## src/rtl/nav_pkg.sv

```systemverilog
// nav_pkg: heading/turn codes, FSM states and the arena adjacency table for path_navigator.
// Arena is an 8x4 grid, id = row*8 + col; N = +8, E = -1, S = -8, W = +1 without row wrap.
package nav_pkg;
    localparam int NODE_W_DEF = 5;
    localparam int ARENA_COLS = 8;
    localparam int ARENA_NODES = 32;

    typedef enum logic [1:0] {HEAD_N, HEAD_E, HEAD_S, HEAD_W} heading_e;
    typedef enum logic [1:0] {TURN_STRAIGHT, TURN_RIGHT, TURN_UTURN, TURN_LEFT} turn_e;
    typedef enum logic [2:0] {S_IDLE, S_RUN, S_PRESENT, S_DONE, S_ERR} state_e;

    // Each entry is {valid, neighbour id}, indexed by node then absolute heading.
    typedef logic [3:0][NODE_W_DEF:0] adj_row_t;
    typedef adj_row_t [ARENA_NODES-1:0] adj_t;

    function automatic adj_t build_adj();
        adj_t t = '0;
        int c;
        for (int n = 0; n < ARENA_NODES; n++) begin
            c = n % ARENA_COLS;
            if (n + ARENA_COLS < ARENA_NODES) t[n[NODE_W_DEF-1:0]][HEAD_N] = {1'b1, NODE_W_DEF'(n + ARENA_COLS)};
            if (c > 0) t[n[NODE_W_DEF-1:0]][HEAD_E] = {1'b1, NODE_W_DEF'(n - 1)};
            if (n >= ARENA_COLS) t[n[NODE_W_DEF-1:0]][HEAD_S] = {1'b1, NODE_W_DEF'(n - ARENA_COLS)};
            if (c < ARENA_COLS - 1) t[n[NODE_W_DEF-1:0]][HEAD_W] = {1'b1, NODE_W_DEF'(n + 1)};
        end
        return t;
    endfunction

    localparam adj_t ADJ = build_adj();
endpackage

```

## src/rtl/node_dir_rom.sv

```systemverilog
// node_dir_rom: combinational lookup of the absolute heading from src to dst over the arena table.
module node_dir_rom
    import nav_pkg::*;
#(
    parameter int NODE_W = NODE_W_DEF
) (
    input  logic [NODE_W-1:0] src,
    input  logic [NODE_W-1:0] dst,
    output logic              valid,
    output logic [1:0]        heading
);
    logic [NODE_W_DEF-1:0] fi;
    logic [NODE_W_DEF:0]   e;

    always_comb begin
        fi = NODE_W_DEF'(src);
        e = '0;
        valid = 1'b0;
        heading = 2'd0;
        for (int d = 0; d < 4; d++) begin
            e = ADJ[fi][d[1:0]];
            if (src == NODE_W'(fi) && e[NODE_W_DEF] && dst == NODE_W'(e[NODE_W_DEF-1:0])) begin
                valid = 1'b1;
                heading = d[1:0];
            end
        end
    end
endmodule

```

## src/rtl/path_navigator.sv

```systemverilog
// path_navigator: turns a FIFO of visited node IDs into relative turn commands with a valid/ready handshake.
// Define NAV_UTURN_EN to allow U-turn commands; otherwise a U-turn step is an error.
module path_navigator
    import nav_pkg::*;
#(
    parameter int FIFO_DEPTH = 16,
    parameter int NODE_W = NODE_W_DEF
) (
    input  logic                        clk,
    input  logic                        reset,
    input  logic                        node_wr,
    input  logic [NODE_W-1:0]           node_in,
    input  logic                        path_done,
    input  logic [NODE_W-1:0]           start_node,
    input  logic [1:0]                  init_heading,
    output logic                        dir_valid,
    input  logic                        dir_ready,
    output logic [1:0]                  dir_out,
    output logic [NODE_W-1:0]           dir_node,
    output logic                        nav_busy,
    output logic                        nav_done,
    output logic                        nav_err,
    output logic [$clog2(FIFO_DEPTH):0] fifo_level
);
    localparam int AW = $clog2(FIFO_DEPTH);

    state_e            state, state_n;
    logic [NODE_W-1:0] mem [FIFO_DEPTH];
    logic [AW-1:0]     wr_ptr, rd_ptr;
    logic [NODE_W-1:0] prev_node, head_node;
    logic [1:0]        heading, rom_heading, turn;
    logic              rom_valid, turn_bad, full, pop, push, overflow, step, latch_start;

    node_dir_rom #(.NODE_W(NODE_W)) u_rom (
        .src(prev_node), .dst(head_node), .valid(rom_valid), .heading(rom_heading)
    );

    assign head_node = mem[rd_ptr];
    assign full      = fifo_level == (AW+1)'(FIFO_DEPTH);
    assign pop       = state == S_RUN && fifo_level != '0;
    assign push      = node_wr && state inside {S_IDLE, S_RUN, S_PRESENT} && (!full || pop);
    assign overflow  = node_wr && state inside {S_RUN, S_PRESENT} && full && !pop;
    assign turn      = rom_heading - heading;
`ifdef NAV_UTURN_EN
    assign turn_bad  = 1'b0;
`else
    assign turn_bad  = turn == TURN_UTURN;
`endif
    assign dir_valid = state == S_PRESENT;
    assign nav_busy  = state inside {S_RUN, S_PRESENT};
    assign nav_done  = state == S_DONE;
    assign nav_err   = state == S_ERR;

    always_comb begin
        state_n = state;
        step = 1'b0;
        latch_start = 1'b0;
        case (state)
            S_IDLE: if (node_wr || path_done) begin
                state_n = S_RUN;
                latch_start = 1'b1;
            end
            S_RUN: if (overflow) state_n = S_ERR;
            else if (pop) begin
                // Repeated node is a no-op step and is discarded in place.
                if (head_node != prev_node) begin
                    state_n = (!rom_valid || turn_bad) ? S_ERR : S_PRESENT;
                    step = rom_valid && !turn_bad;
                end
            end
            else if (path_done && !push) state_n = S_DONE;
            S_PRESENT: state_n = overflow ? S_ERR : dir_ready ? S_RUN : S_PRESENT;
            default: ;
        endcase
    end

    always_ff @(posedge clk or posedge reset) begin
        if (reset) begin
            state      <= S_IDLE;
            wr_ptr     <= '0;
            rd_ptr     <= '0;
            fifo_level <= '0;
            prev_node  <= '0;
            heading    <= '0;
            dir_out    <= '0;
            dir_node   <= '0;
        end else begin
            state      <= state_n;
            wr_ptr     <= wr_ptr + AW'(push);
            rd_ptr     <= rd_ptr + AW'(pop);
            fifo_level <= fifo_level + (AW+1)'(push) - (AW+1)'(pop);
            if (latch_start) begin
                prev_node <= start_node;
                heading   <= init_heading;
            end
            if (step) begin
                prev_node <= head_node;
                heading   <= rom_heading;
                dir_out   <= turn;
                dir_node  <= head_node;
            end
        end
    end

    always_ff @(posedge clk) begin
        if (push) mem[wr_ptr] <= node_in;
    end
endmodule

```

## config.mk

```make
export PLATFORM = sky130hd
export DESIGN_NAME = path_navigator
export DESIGN_NICKNAME = d
export VERILOG_FILES = /design/src/rtl/nav_pkg.sv /design/src/rtl/node_dir_rom.sv /design/src/rtl/path_navigator.sv
export SDC_FILE = /design/constraint.sdc
export NUM_CORES = 1
export LEC_CHECK = 0
export CORE_ASPECT_RATIO = 0.7
export CORE_UTILIZATION = 60
export DETAILED_ROUTE_END_ITERATION = 12
export GPL_ROUTABILITY_DRIVEN = 0
export PLACE_DENSITY = 0.8
export SLEW_MARGIN = 20
export SYNTH_ARGS = -nofsm -noshare
export SYNTH_HDL_FRONTEND = slang
export SYNTH_SLANG_ARGS = --single-unit
```

## constraint.sdc

```tcl
create_clock -name clk -period 4.1 [get_ports clk]
set_input_delay 1.025 -clock clk [delete_from_list [all_inputs] [get_ports clk]]
set_output_delay 1.025 -clock clk [all_outputs]
set_load 0.005 [all_outputs]
```

# After elaboration in Yosys (flattened, before gate mapping)

Memory sizes are Yosys's and may differ from the RTL's.
Cells that the tools add are included.

Flip-flop bits (word level): 30
Output and inout bits: 16
Input port bits: 17
Bits in read-only memories: 768
RAM bits: 80
Memories: 2
Latch bits: 0

Memory list:

| name             | depth | bits a word | read ports | clocked after Yosys merged registers in | write ports | line                 | RTL |
|---|---|---|---|---|---|---|---|
| (name not given) | 32    | 24          | 1          | 0                                       | 0           | node_dir_rom.sv:21   | `e = ADJ[fi][d[1:0]];` |
| mem              | 16    | 5           | 1          | 0                                       | 1           | path_navigator.sv:28 | `logic [NODE_W-1:0] mem [FIFO_DEPTH];` |

$lt $le $gt $ge: 1
Eq/ne operators: 14
Bitwise operators: 0
Reductions and logical operators: 26
Divide/modulo/power cells: 0
$mul: 0
Shift operators: 0
Muxes and demuxes: 29
Add/sub/neg operators: 5

Operator list:

| cell                                                                     | count |
|---|---|
| 24-bit 2-to-1 mux                                                        | 1 |
| 3-bit 2-to-1 mux                                                         | 7 |
| 5-bit equality test                                                      | 4 |
| 1-bit 2-to-1 mux                                                         | 13 |
| 1-bit logical AND                                                        | 12 |
| 2-bit 2-to-1 mux                                                         | 5 |
| 5-bit 2-to-1 mux                                                         | 2 |
| 3-bit case mux with 3 select lines                                       | 1 |
| 4-bit by 1-bit adder with 4-bit output                                   | 2 |
| 4-bit by 3-bit inequality test with 1-bit output (second input constant) | 2 |
| 3-bit by 2-bit equality test with 1-bit output (second input constant)   | 2 |
| 5-bit by 6-bit < comparator with 1-bit output (second input constant)    | 1 |
| 5-bit by 1-bit adder with 5-bit output                                   | 1 |
| 5-bit equality test (second input constant)                              | 1 |
| 1-bit zero test                                                          | 5 |
| 5-bit inequality test                                                    | 1 |
| 5-bit nonzero test                                                       | 1 |
| 5-bit by 1-bit subtractor with 5-bit output                              | 1 |
| 4-bit AND reduction                                                      | 1 |
| 2-bit nonzero test                                                       | 2 |
| 3-bit by 1-bit equality test with 1-bit output (second input constant)   | 1 |
| 3-bit equality test (second input constant)                              | 1 |
| 3-bit zero test                                                          | 1 |
| 1-bit logical OR                                                         | 3 |
| other kinds (4)                                                          | 4 |

# Longest topological paths before layout

Gate-level depths: netlist of the first run.

Depth in word-level cells: 16
Depth in mapped cells: 19
Depth with buffers taken out: 15

# By module

A second synthesis of the first run with hierarchy kept.

Cells, all modules: 410
Area, all modules: 5494.0 um^2

Modules (own cells, without submodules):

| module         | times used | cells an instance | area each (um^2) |
|---|---|---|---|
| path_navigator | 1          | 330               | 4914.7 |
| node_dir_rom   | 1          | 80                | 579.3 |

# Worst setup path after synthesis of the first run

Ideal clock, no wire load.

Path type: register -> register
From: register rd_ptr[2]
To: register dir_node[3]
Arrival: 3.520 ns
Setup slack: 0.454 ns
Stages on the path, launching flop included: 16
Setup time: 0.125 ns
Cells stage by stage: dfrtp_1 > buf_6 > mux4_2 > mux2i_4 > nand2_4 > nand3_2 > or3b_4 > a2111oi_4 > nor2_1 > ha_1 > nand2_1 > or3_1 > o211ai_1 > or2_1 > buf_6 > mux2_4

Cells in the longest elaborated chain, start to end: 14

RTL lines:

| item                          | line                  | RTL |
|---|---|---|
| start, declared               | path_navigator.sv:29  | `logic [AW-1:0] wr_ptr, rd_ptr;` |
| start signal, assigned        | path_navigator.sv:90  | `rd_ptr <= rd_ptr + AW'(pop);` |
| memory read 16 x 5 bit (*)    | -                     |  |
| 5-bit equality test           | node_dir_rom.sv:22    | `if (src == NODE_W'(fi) && e[NODE_W_DEF] && dst == NODE_W'(e[NODE_W_DEF-1:0])) begin` |
| 1-bit logical AND             | node_dir_rom.sv:22    |  |
| 1-bit 2-to-1 mux              | node_dir_rom.sv:22    |  |
| 2-bit 2-to-1 mux (2 in a row) | node_dir_rom.sv:22    |  |
| 2-bit subtractor              | path_navigator.sv:43  | `assign turn = rom_heading - heading;` |
| 2-bit equality test           | path_navigator.sv:47  | `assign turn_bad = turn == TURN_UTURN;` |
| 1-bit zero test               | path_navigator.sv:68  | `step = rom_valid && !turn_bad;` |
| 1-bit logical AND             | path_navigator.sv:68  |  |
| 1-bit 2-to-1 mux              | path_navigator.sv:66  | `if (head_node != prev_node) begin` |
| 1-bit 2-to-1 mux              | path_navigator.sv:64  | `else if (pop) begin` |
| 1-bit 2-to-1 mux              | path_navigator.sv:63  | `S_RUN: if (overflow) state_n = S_ERR;` |
| 1-bit 2-to-1 mux              | path_navigator.sv:58  | `case (state)` |
| end signal, assigned          | path_navigator.sv:100 | `dir_node <= head_node;` |
| end, declared                 | path_navigator.sv:19  | `output logic [NODE_W-1:0] dir_node,` |

Every way passes the cells marked *; elsewhere a longest branch is shown, timed or not.
A chain may end at the register's enable or synchronous reset.

# Worst setup path in the final report of the first run

From: register rd_ptr[2]
To: register state[1]

Cells in the longest elaborated chain, start to end: 14

RTL lines:

| item                                                              | line                                       | RTL |
|---|---|---|
| memory read 16 x 5 bit (*)                                        | -                                          |  |
| 5-bit equality test                                               | node_dir_rom.sv:22                         |  |
| 1-bit logical AND                                                 | node_dir_rom.sv:22                         |  |
| 1-bit 2-to-1 mux                                                  | node_dir_rom.sv:22                         |  |
| 2-bit 2-to-1 mux or 1-bit 2-to-1 mux (tied branches) (2 in a row) | node_dir_rom.sv:22                         |  |
| 2-bit subtractor or 1-bit 2-to-1 mux (tied branches)              | path_navigator.sv:43, node_dir_rom.sv:22   |  |
| 2-bit equality test or 1-bit zero test (tied branches)            | path_navigator.sv:47, path_navigator.sv:67 |  |
| 1-bit logical OR                                                  | path_navigator.sv:67                       | `state_n = (!rom_valid \|\| turn_bad) ? S_ERR : S_PRESENT;` |
| 3-bit 2-to-1 mux                                                  | path_navigator.sv:67                       |  |
| 3-bit 2-to-1 mux                                                  | path_navigator.sv:66                       |  |
| 3-bit 2-to-1 mux                                                  | path_navigator.sv:64                       |  |
| 3-bit 2-to-1 mux                                                  | path_navigator.sv:63                       |  |
| 3-bit case mux with 3 select lines                                | path_navigator.sv:58                       |  |
| end signal, assigned                                              | path_navigator.sv:88                       | `state <= state_n;` |
| end, declared                                                     | path_navigator.sv:27                       | `state_e state, state_n;` |

Every way passes the cells marked *; elsewhere a longest branch is shown, timed or not. The select of a mux whose other input is x is not followed.

==> metrics.txt, run 1 <==
Critical Path RT approximately 4.4 ns; commonest non-fill, non-tap cells in the layout edfxtp_1, nor2_1, clkdlybuf4s50_1; CP Class reg2reg; DRT met1 WL roughly 5700 microns; Hold Path Sink dir_node[2]; Critical Path Max Stage Delay 0.52 ns; post-layout net count 517; # setup viols final 0; Post-synth EDFFs 80; largest net degree at the start of global routing 31; Vias 3697; total power draw 2.10 mW; clock tree from TritonCTS done; Bufs and invs on worst path 2; # rows 28; Iter 0 DRT Violations about 290; final hold slack between 0.4 and 0.5 ns; DIE AREA 0.00963 sq mm; CTS Sinks 110; relative slew slack 49.2%; 1st-pass router iterations 4; DIE WIDTH 117 microns; port bufs 32; Max Slew Vio Count 0; Syn Area/Cell 13.0 sq um; CP Cell Sequence buf_12 -> mux4_2 -> mux2i_2 -> mux2i_2 -> xnor2_1 -> a211o_1 -> nor4_4 -> nor3_1 -> nor2_1 -> ha_1 -> nor2b_1 -> o21ai_0 -> o211ai_1 -> buf_4 -> a2111o_1 -> o211ai_1; worst-skew pair later-pin latency 0.35 ns; Worst-path clk slew roughly 0.07 ns; Detail Route Antenna Nets 0; Crit-path slowest cell mux4_2; cell area after synthesis ~0.0055 sq mm; Initial Utilization between 60 and 70%; fin crit period about 4.0 ns; Worst-Margin Slew ~0.76 ns; Overflow after GRT 0; area delta synth->final 17.0%; max layer used met4; register area share after synthesis a little under three fifths; Synth cell types 66; worst-case clock skew 0.00747 ns; num ports 33; initial antenna violation count 0; CTS HTree Levels 3; Worst Path Max Fanout 10; Post-Route WL 12300 microns; Worst Hold Class reg2reg; syn_nets roughly 460; placed instance area between 0.006 and 0.007 sq mm; worst r2r path cells 16; maximum vdd drop between 0.2 and 0.25 mV; RR Endpoint state[1]; CP top delay family compound AO/OA/AOI/OAI gates; Synth Warn # 0; total of max-cap violations 0; number of inserted diodes 0; fin worst setup slack 0.137 ns; DIE HEIGHT 82.4 microns; Num CTS Buffers 9; CP arrival 4.22 ns; Synth Flop Type edfxtp_1; first-pass GRT wire length 18500 microns; most common cell after layout, fill and taps aside edfxtp_1; HPWL after detailed placement 8620 microns; Clock Tree Buf Depth 2; pwr dens 324 mW/mm^2; Reg2Reg Launch Point rd_ptr[2]; hold_sp dir_node[2]; status completed; Worst Setup Start Kind flop; critical path endpoint category flop; routed vias/inst approximately 6.1; DR WL met2 around 5500 microns; Syn Inst Count between 400 and 500; met3 routed wirelength 1030 microns; fin area 0.00649 sq mm; Max Freq 0.252 GHz; Worst R2R Setup Slack 0.14 ns; hold_buf cts 0; Yosys reg bits 110; Async S/R FF share, synth 27.3%; residual DRC count 0; Worst Hold Depth 1; dpl ws -0.0689 ns; Root Driver clkbuf_16; overall routing resource usage 26.7%; DR WL/cell 20.3 microns; final hold viol count 0; final period utilization 96.7%; vias in the first global route 3412; leak pwr 2.40 nW; core region area 0.00869 sq mm; layout cells sized above 1 16.9%
per-stage QoR:
step	TNS, ns	cells	util, %
2_1_floorplan	0	426	-
3_3_place_gp	0	584	70.1
3_5_place_dp	-0.302	584	70.1
4_1_cts	0	600	73.4
5_1_grt	-0.0192	604	74.7
6_report	0	604	74.7
worst max-delay path by stage:
stage / startpoint / to / cells after the start
3_5_place_dp: rd_ptr[3] / prev_node[1] / 15
4_1_cts: rd_ptr[2] / prev_node[1] / 16
3_3_place_gp: rd_ptr[3] / prev_node[1] / 15
2_1_floorplan: rd_ptr[2] / dir_node[3] / 15
6_report: rd_ptr[2] / state[1] / 16
5_1_grt: rd_ptr[3] / state[1] / 16
cells by family (layout without fill, tap and decap cells):
kind of cell / count (synthesis) / count (layout) / synth area share (%)
simple gates: 112 / 112 / 10.3
flops: 110 / 110 / 56.9
compound gates: 74 / 74 / 9.71
mux: 46 / 46 / 11.0
buf+inv: 40 / 98 / 3.61
xor+xnor: 23 / 23 / 3.64
fa+ha+maj: 21 / 21 / 4.88
power by group:
group,total [mW],switching (mW),internal (mW)
sequential,1.20,0.000751,1.19
clock,0.867,0.394,0.474
combinational,0.0379,0.0222,0.0157
repair_timing:
item	4_1_cts	5_1_grt
setup buffers	0	2
pin swaps	0	2
gates resized for setup	2	8
setup endpoints to repair	8	13
cloned	0	2
layout make-up:
cell class              instances  area (sq um)
flip-flops and latches        110          3160
multi-input cells             276          2230
fillers                       581          2200
repair buffers                 60           578
clock buffers                  10           229
well taps                     120           150
inverters                      22          82.6
clock inverters                 6          61.3
Yosys cell counts (3+ instances only):
master / number / share of area, %
nand3_1: 8 / 0.72
nand2b_1: 5 / 0.56
buf_6: 3 / 0.61
mux2i_1: 26 / 4.7
edfxtp_1: 80 / 43
xor2_1: 8 / 1.3
mux2_2: 6 / 1.2
o21ai_0: 14 / 1.3
o211ai_1: 5 / 0.68
clkbuf_1: 9 / 0.61
nor3_1: 13 / 1.2
a21oi_1: 13 / 1.2
ha_1: 20 / 4.5
or3_1: 4 / 0.45
nor2b_1: 5 / 0.56
a31oi_1: 4 / 0.45
inv_1: 22 / 1.5
o22ai_1: 4 / 0.45
nand2_1: 21 / 1.4
a22o_1: 3 / 0.47
or4_1: 3 / 0.41
nor2_1: 32 / 2.2
nor4_1: 3 / 0.34
dfrtp_1: 30 / 14
mux4_2: 9 / 3.7
xnor2_1: 15 / 2.4
or2_2: 3 / 0.34
and3_1: 3 / 0.34
buf_2: 3 / 0.27
a22oi_1: 3 / 0.41
state kept, by name (all words and copies together) (netlist names):
| register | cells |
|---|---|
| dir_node | 5 |
| dir_out | 2 |
| fifo_level | 5 |
| heading | 2 |
| mem | 80 |
| prev_node | 5 |
| rd_ptr | 4 |
| state | 3 |
| wr_ptr | 4 |
routing by layer:
metal,up-vias,global-route usage (%)
met5,-,0
met4,0,7.34
met3,10,7.88
met2,143,38.9
met1,1840,39.2
li1,1704,-
worst reg2reg max path: cells and delay by family (launching register included):
family | cells | cell delay [ns]
XOR/XNOR | 1 | 0.15
AO/OA/AOI/OAI | 5 | 1.02
multiplexers | 3 | 0.89
flip-flops | 1 | 0.46
adder cells (fa/ha/maj) | 1 | 0.28
buffers and inverters | 2 | 0.37
AND/OR/NAND/NOR | 4 | 0.70
No activity file was read; power rests on OpenSTA's default activity.
==> inputs of run 2 (changes only) <==
--- a/config.mk
+++ b/config.mk
@@ -6,10 +6,9 @@
 export NUM_CORES = 1
 export LEC_CHECK = 0
 export CORE_ASPECT_RATIO = 0.7
-export CORE_UTILIZATION = 60
+export CORE_UTILIZATION = 45
 export DETAILED_ROUTE_END_ITERATION = 12
 export GPL_ROUTABILITY_DRIVEN = 0
-export PLACE_DENSITY = 0.8
 export SLEW_MARGIN = 20
 export SYNTH_ARGS = -nofsm -noshare
 export SYNTH_HDL_FRONTEND = slang
==> run 2 against run 1 <==
  * Via count decreased by 3.6%
  * Register-to-register slack improved by 0.05 ns
  * Utilization decreased by 19 points
  * Clock power increased by 2.7%
  * Largest power group unchanged
  * Global-route usage decreased by 6.4 points
  * Worst hold slack improved by 0.014 ns
  * Critical endpoint is now heading[1]
  * Sequential share of layout area decreased by 0.51 points
==> metrics.txt, run 2 (synthesized netlist as in run 1, its figures left out) <==
status completed; clock tree from TritonCTS done; Biggest register mem; Vias 3564 (-3.6%); DIE AREA 0.0128 sq mm (+33%); Num CTS Buffers 9 (unchanged); DIE HEIGHT 94.8 microns (+15%); largest net degree at the start of global routing 31 (unchanged); DR WL/cell 19.0 microns (-6.6%); CTS HTree Levels 3 (unchanged); first-pass GRT wire length 19000 microns (+2.9%); max reg flops 80 (unchanged); total power draw 2.12 mW (+1.0%); maximum vdd drop 0.189 mV (-24%); Detail Route Antenna Nets 0 (unchanged); post-layout net count 513 (-0.77%); commonest non-fill, non-tap cells in the layout edfxtp_1, clkdlybuf4s50_1, nor2_1; hold_buf cts 0 (unchanged); total of max-cap violations 0 (unchanged); most common cell after layout, fill and taps aside edfxtp_1; Iter 0 DRT Violations 310 (+8.8%); layout cells sized above 1 19.0% (+2.0 points); final core utilization 55.3% (-19 points); Worst Path Max Fanout 12 (+2); fin crit period 3.91 ns (-0.0492 ns); multi-input logic area 0.00226 sq mm (+1.6%); Critical Path RT 4.34 ns (about the same); num ports 33 (unchanged); worst-skew pair later-pin latency 0.35 ns (about the same); # setup viols final 0 (unchanged); Reg area 0.00315 sq mm (about the same); Max Slew Vio Count 0 (unchanged); leak pwr 2.41 nW (+0.55%); core region area 0.0119 sq mm (+36%); Max Freq 0.255 GHz (+1.3%); Root Driver clkbuf_16; worst-case clock skew 0.00857 ns (+0.00109 ns); residual DRC count 0 (unchanged); CTS Sinks 110 (unchanged); placed cells 620 (+6.2%); routed vias/inst 5.59 (-8.6%); DIE WIDTH 135 microns (+15%); number of inserted diodes 0 (unchanged); CP arrival 4.15 ns (-0.07 ns); Worst-path clk slew 0.07 ns (about the same); initial antenna violation count 0 (unchanged); CP Class reg2reg; 1st-pass router iterations 6 (+2); area delta synth->final 18.2%; final period utilization 95.5% (-1.2 points); Overflow after GRT 0 (unchanged); final hold viol count 0 (unchanged); relative slew slack 47.9% (-1.2 points); vias in the first global route 3389 (-0.67%); Worst Setup Start Kind flop; fill cell count 968 (+67%); Clock Tree Buf Depth 2 (unchanged); setup bufs post-CTS 0 (unchanged); port bufs 32 (unchanged); # rows 33 (+18%); Worst-Margin Slew 0.775 ns (+0.0184 ns); pwr dens 324 mW/mm^2 (about the same); critical path endpoint category flop; Worst Hold Class reg2reg; overall routing resource usage 20.3% (-6.4 points); Post-Route WL 12100 microns (-1.4%); HPWL after detailed placement 8670 microns (+0.57%); Initial Utilization 46.8% (-17 points); Non-Filler Instances 637 (+5.5%); CTS resizes 0 (-2)
==> run 2: metal layers <==
metal / track usage (%) / wire length, microns
met1: 32.8 / 6510
met2: 27.1 / 4970
met3: 4.19 / 520
met4: 4.49 / 105
met5: 0 / 0
==> run 2: path summary, 6_finish.rpt <==
path | startpoint | cells after the start | slack, ns | end
hold reg to reg | dir_node[2] | 1 | 0.49 | dir_node[2]
hold / removal | dir_node[2] | 1 | 0.49 | dir_node[2]
min in group asynchronous | reset | 3 | 1.06 | state[0]
setup reg to reg | rd_ptr[2] | 15 | 0.19 | heading[1]
setup / recovery | rd_ptr[2] | 15 | 0.19 | heading[1]
max in group asynchronous | reset | 3 | 2.73 | rd_ptr[2]
==> run 2: report_power, final <==
part | switching (mW) | internal [mW]
combinational | 0.0219 | 0.0157
sequential | 0.000746 | 1.19
clock | 0.412 | 0.477
==> run 2: stage by stage <==
| stage | hold WS [ns] | setup TNS (ns) | area [sq um] | worst slack, ns |
|---|---|---|---|---|
| after floorplan | 0.474 | 0 | 5540 | 0.454 |
| after global placement | 0.466 | 0 | 6140 | 0.152 |
| after detailed placement | 0.473 | 0 | 6140 | 0.0797 |
| after CTS | 0.500 | 0 | 6450 | 0.0591 |
| after global routing | 0.511 | -0.00710 | 6550 | -0.00493 |
| final | 0.493 | 0 | 6550 | 0.186 |
==> run 2: layout make-up <==
class | count | area share (%)
flip-flops and latches | 110 | 48.1
clock inverters | 5 | 0.726
inverters | 22 | 1.26
clock buffers | 11 | 4.03
multi-input cells | 276 | 34.6
repair buffers | 56 | 8.29
well taps | 157 | 3.00
==> run 2: critical path, cell delays in order (launching register included) <==
cell and delay [ns]:
dfrtp_2 0.42, clkbuf_16 0.21, mux4_2 0.54, mux2i_2 0.25, mux2i_4 0.15, xnor2_1 0.19, o21ai_2 0.13, a2111oi_4 0.40
nor2_2 0.11, ha_1 0.33, nor2b_1 0.15, o21ai_0 0.08, o211ai_1 0.13, or2_4 0.31, buf_4 0.15, a31o_2 0.23
==> inputs of run 3 (changes only) <==
==> constraint.sdc (replaced) <==
create_clock -name clk -period 4.9 [get_ports clk]
set_input_delay 1.225 -clock clk [delete_from_list [all_inputs] [get_ports clk]]
set_output_delay 1.225 -clock clk [all_outputs]
set_load 0.005 [all_outputs]
==> run 3 against run 2 <==
  * Global-route usage rose by 0.25 points
  * Setup slack gained 0.29 ns
  * Worst hold slack got worse by 0.0084 ns
  * Power decreased by 17%
  * Sequential power is 17% lower
  * Utilization decreased by 2.0 points
  * Die area is the same
  * Sequential share of layout area is 1.8 points higher
==> metrics.txt, run 3 (synthesized netlist as in run 1, its figures left out) <==
most common cell after layout, fill and taps aside edfxtp_1; setup bufs post-CTS 0 (unchanged); DR WL/cell 19.4 microns (+1.8%); final hold viol count 0 (unchanged); hold_buf cts 0 (unchanged); CTS Sinks 110 (unchanged); worst-case clock skew 0.0175 ns (+0.00890 ns); worst r2r path cells 15 (unchanged); Post-Route WL 12000 microns (-0.55%); DIE HEIGHT 94.8 microns (unchanged); DIE WIDTH 135 microns (unchanged); HPWL after detailed placement 8660 microns (about the same); Worst-path clk slew 0.08 ns (about the same); maximum vdd drop 0.180 mV (-4.6%); initial antenna violation count 0 (unchanged); number of inserted diodes 0 (unchanged); Num CTS Buffers 9 (unchanged); CTS resizes 0 (unchanged); Root Driver clkbuf_16; multi-input logic area 0.00219 sq mm (-3.4%); Non-Filler Instances 622 (-2.4%); Bufs and invs on worst path 1 (-1); CP most frequent cell nor2b_1; final period utilization 90.4% (-5.1 points); pwr dens 279 mW/mm^2 (-14%); Critical Path Max Stage Delay 0.79 ns (+0.25 ns); Worst Hold Depth 1 (unchanged); fill cell count 992 (+2.5%); overall routing resource usage 20.5% (+0.25 points); clock tree from TritonCTS done; status completed; port bufs 32 (unchanged); relative slew slack 50.6% (+2.7 points); Biggest register mem; Worst-Margin Slew 0.735 ns (-0.0399 ns); first-pass GRT wire length 19200 microns (+0.76%); Overflow after GRT 0 (unchanged); # setup viols final 0 (unchanged); residual DRC count 0 (unchanged); vias in the first global route 3460 (+2.1%); Worst Setup Start Kind flop; area delta synth->final 13.9%; num ports 33 (unchanged); fin crit period 4.43 ns (+0.514 ns); cell depth of the worst setup path 15 (unchanged); placed cells 606 (-2.3%); max reg flops 80 (unchanged); total of max-cap violations 0 (unchanged); routed vias/inst 5.78 (+3.3%); Initial Utilization 46.8% (unchanged); Critical Path RT 5.14 ns (+0.80 ns); 1st-pass router iterations 4 (-2); Crit-path slowest cell dfrtp_1; Iter 0 DRT Violations 245 (-21%); CP Cell Sequence nor2b_1 -> a22oi_1 -> and3_1 -> or2_2 -> a211o_1 -> nor4_1 -> nor3_1 -> nor2_1 -> ha_1 -> nor2b_1 -> o21ai_0 -> o211ai_1 -> or2_1 -> buf_4 -> a31o_2; # rows 33 (unchanged); Max Freq 0.226 GHz (-12%); CP Class reg2reg; Worst Hold Class reg2reg; CP top delay family simple AND/OR/NAND/NOR gates; Clock Tree Buf Depth 2 (unchanged); core region area 0.0119 sq mm (unchanged); leak pwr 2.29 nW (-5.0%); largest net degree at the start of global routing 30 (-3.2%); Worst Path Max Fanout 15 (+3); Reg area 0.00315 sq mm (about the same); CTS HTree Levels 3 (unchanged); post-layout net count 498 (-2.9%); TNS Setup 0 ns (unchanged); RSZ-0062 raised after global routing no; DIE AREA 0.0128 sq mm (unchanged); CP arrival 4.67 ns (+0.52 ns); commonest non-fill, non-tap cells in the layout edfxtp_1, nor2_1, clkdlybuf4s50_1; critical path endpoint category flop; layout cells sized above 1 12.7% (-6.3 points); Vias 3596 (+0.90%); Detail Route Antenna Nets 0 (unchanged); worst-skew pair later-pin latency 0.36 ns (about the same); Max Slew Vio Count 0 (unchanged)
==> run 3: cell count changes in the layout (fill, tap and decap cells not counted), moves of 2 or more <==
| cell | previous run | this run |
|---|---|---|
| a22o_1 | 1 | 3 |
| a22o_2 | 2 | 0 |
| buf_4 | 21 | 8 |
| clkbuf_16 | 11 | 9 |
| mux2i_1 | 22 | 26 |
| mux2i_2 | 5 | 2 |
==> run 3: cell type report <==
type / instances / share of cell area, %
repair buffers: 41 / 6.34
clock buffers: 12 / 4.06
well taps: 157 / 3.11
clock inverters: 4 / 0.555
flip-flops and latches: 110 / 50.0
inverters: 22 / 1.31
multi-input cells: 276 / 34.7
==> run 3: routing by layer <==
metal | global-route usage, % | share of wire [%] | vias up
met4 | 5.24 | 1.3 | 0
met1 | 32.4 | 53 | 1826
met2 | 28.0 | 41 | 94
met3 | 4.35 | 5.0 | 14
met5 | 0 | 0 | -
li1 | - | - | 1662
==> run 3: final timing paths <==
check,start,to,slack [ns]
max,rd_ptr[0],heading[1],0.47
min,dir_node[2],dir_node[2],0.48
max reg2reg,rd_ptr[0],heading[1],0.47
min reg2reg,dir_node[2],dir_node[2],0.48
max in group asynchronous,reset,prev_node[1],3.16
min in group asynchronous,reset,state[0],1.23
==> run 3: power breakdown <==
part / internal [mW] / switching [mW] / total, mW
combinational: 0.0132 / 0.0191 / 0.0323
sequential: 0.999 / 0.000570 / 1.00
clock: 0.381 / 0.345 / 0.726
==> run 3: metrics by stage <==
step	power [mW]	utilization [%]	setup slack, ns	hold WS [ns]	area [sq um]
after floorplan	1.03	-	1.25	0.474	5540
after global placement	1.05	50.8	0.669	0.473	6020
after detailed placement	1.05	50.8	0.523	0.474	6020
after CTS	1.77	53.3	0.492	0.490	6310
after global routing	1.81	53.3	0.110	0.512	6310
final	1.76	53.3	0.472	0.485	6310
==> variant (flow settings as in run 2) <==
Reset style: synchronous (`reset`), changed in one clocked block.
--- a/src/rtl/path_navigator.sv
+++ b/src/rtl/path_navigator.sv
@@ -76,3 +76,3 @@
 
-    always_ff @(posedge clk or posedge reset) begin
+    always_ff @(posedge clk) begin
         if (reset) begin
Behaviour: differs if reset is asserted again (counterexample within 4 cycles, from zero or initial values and one cycle with reset high); with reset held inactive, the same outputs for 4 cycles.
==> variant against run 2 <==
- the run now ends with negative setup slack left
- routed wire length is 25% higher
- via count up 19%
- design area is 28% higher
- area after synthesis increased by 9.6%
- worst setup slack worse by 500 ps
- sequential cell count is 24 higher
- highest routed layer unchanged
Power is not compared: it rests on default switching activity, and its combinational part moved more than twofold at a synthesized area within 25%.
==> variant: results (changes against run 2) <==
[synthesis]
synth_compound_area_share_pct=6.32  ; -3.4 points
synth.top_cells.by_count=80 x edfxtp_1, 54 x dfxtp_1, 42 x nor2_1
synthXorXnorAreaFrac_pct=4.90  ; +1.3 points
synthTopCellsByArea=edfxtp_1 40%, dfxtp_1 18%, mux2i_1 6.3%, mux4_2 3.3%, ha_1 3.3%
synth-seq-area-share_pct=57.4  ; +0.46 points
synth_adder_area_share_pct=3.63  ; -1.3 points
synthMuxAreaShare_pct=12.0  ; +0.97 points

[grt]
grt_max_degree=18  ; -42%
use_met2_pct=33.1  ; +6.0 points
grt_first_pass_wirelength_mm=23.4  ; +23%
grt_pass1_vias=4241  ; +25%

[outcome]
outcome=finished with violations
failed_checks=negative setup slack

[worst_setup_path]
arrival_ps=4720  ; +570 ps
critPathTopFamily=simple AND/OR/NAND/NOR gates
cpPeakStageDelay_ps=580  ; +40 ps
cp_slowest_cell=or4_4

[layout]
nets=640  ; +25%
drive_gt1_share_pct=34.1  ; +15 points
nFillCells=967  ; -0.10%

[sta]
setup_violations=20  ; +20
tightest_slew_ps=928  ; +154 ps
finClkSkew_ps=10.5  ; +1.88 ps
timing.final.ws_setup_ps=-314  ; -500 ps
fin_crit_sh_pct=108  ; +12 points

[clocking]
cts-buffers-inserted=17  ; +8
clk_latency_ps=420  ; +70 ps

[routing]
wl_per_cell_um=18.8  ; -0.83%
dr.pass1.iters=5  ; -1
drt_first_iter_violations=295  ; -4.8%

[placed_design]
placed_cell_area_mm2=0.00711  ; +16%
dp_hpwl_mm=10.2  ; +18%

==> variant: changes by cell type after synthesis, moves of 5 or more <==
cell / delta
a21oi_1: +5
dfrtp_1: -30
mux2i_1: +12
dfxtp_1: +54
and2_1: +6
nor2_1: +10
xnor2_1: +5
o21ai_0: -7
nand2_1: +7
xor2_1: +6
==> variant: path summary, 6_finish.rpt <==
check        slack [ps]       start    endpoint  cells after the start
min                 460  dir_out[1]  dir_out[1]                      2
max reg2reg        -310   rd_ptr[3]   flip-flop                     17
max                -310   rd_ptr[3]   flip-flop                     17
min reg2reg         460  dir_out[1]  dir_out[1]                      2
==> variant: stage by stage <==
stage,worst slack (ps),total power [µW],utilization (%),TNS (ps),cells
2_1_floorplan,-246,2860,-,-1090,480
3_3_place_gp,-425,3520,54.0,-3450,748
3_5_place_dp,-464,3540,54.0,-4120,748
4_1_cts,-327,5440,61.7,-4060,792
5_1_grt,-435,5910,63.7,-6950,804
6_report,-314,5610,63.7,-3960,804
==> variant: cells by family (layout without fill, tap and decap cells) <==
group	after synthesis	after routing
flip-flops	134	134
AO/OA/AOI/OAI	57	57
buffers and inverters	41	180
XOR/XNOR	34	34
multiplexers	56	56
adder cells (fa/ha/maj)	17	17
AND/OR/NAND/NOR	141	141
==> variant: repair_timing <==
action,in CTS,in global routing
pin swaps,17,14
buffers inserted,14,12
cloned,1,0
resized for setup,57,36
setup endpoints to repair,21,34
hold buffers,0,0
==> variant: worst register-to-register path, stage by stage (launching register included) <==
cell	delay (ps)
dfxtp_2	330
buf_12	150
buf_8	140
mux2i_2	150
a22oi_1	140
nand2_1	140
mux2_4	300
mux2_4	320
or4_4	530
a21oi_4	170
ha_4	230
nand2_2	70
nor3_2	50
or4_4	580
buf_8	160
a211o_4	340
and2_4	200
mux2_4	300
==> variant: power by group <==
| part | internal, µW | switching (µW) | total (µW) |
|---|---|---|---|
| sequential | 1600 | 140 | 1740 |
| combinational | 1100 | 1060 | 2160 |
| clock | 1110 | 601 | 1710 |
| total | 3810 | 1800 | 5610 |
==> variant: layer usage <==
layer / part of all wire, % / routed length [µm]
met5: 0 / 0
met1: 49 / 7400
met2: 43 / 6510
met4: 0.91 / 138
met3: 7.2 / 1100
==> variant: layout make-up <==
type                    count  share of cell area [%]
well taps                 185                    2.76
clock inverters            13                    2.62
inverters                  22                   0.984
flip-flops and latches    134                    41.6
multi-input cells         305                    32.9
clock buffers              19                    5.28
repair buffers            126                    13.9
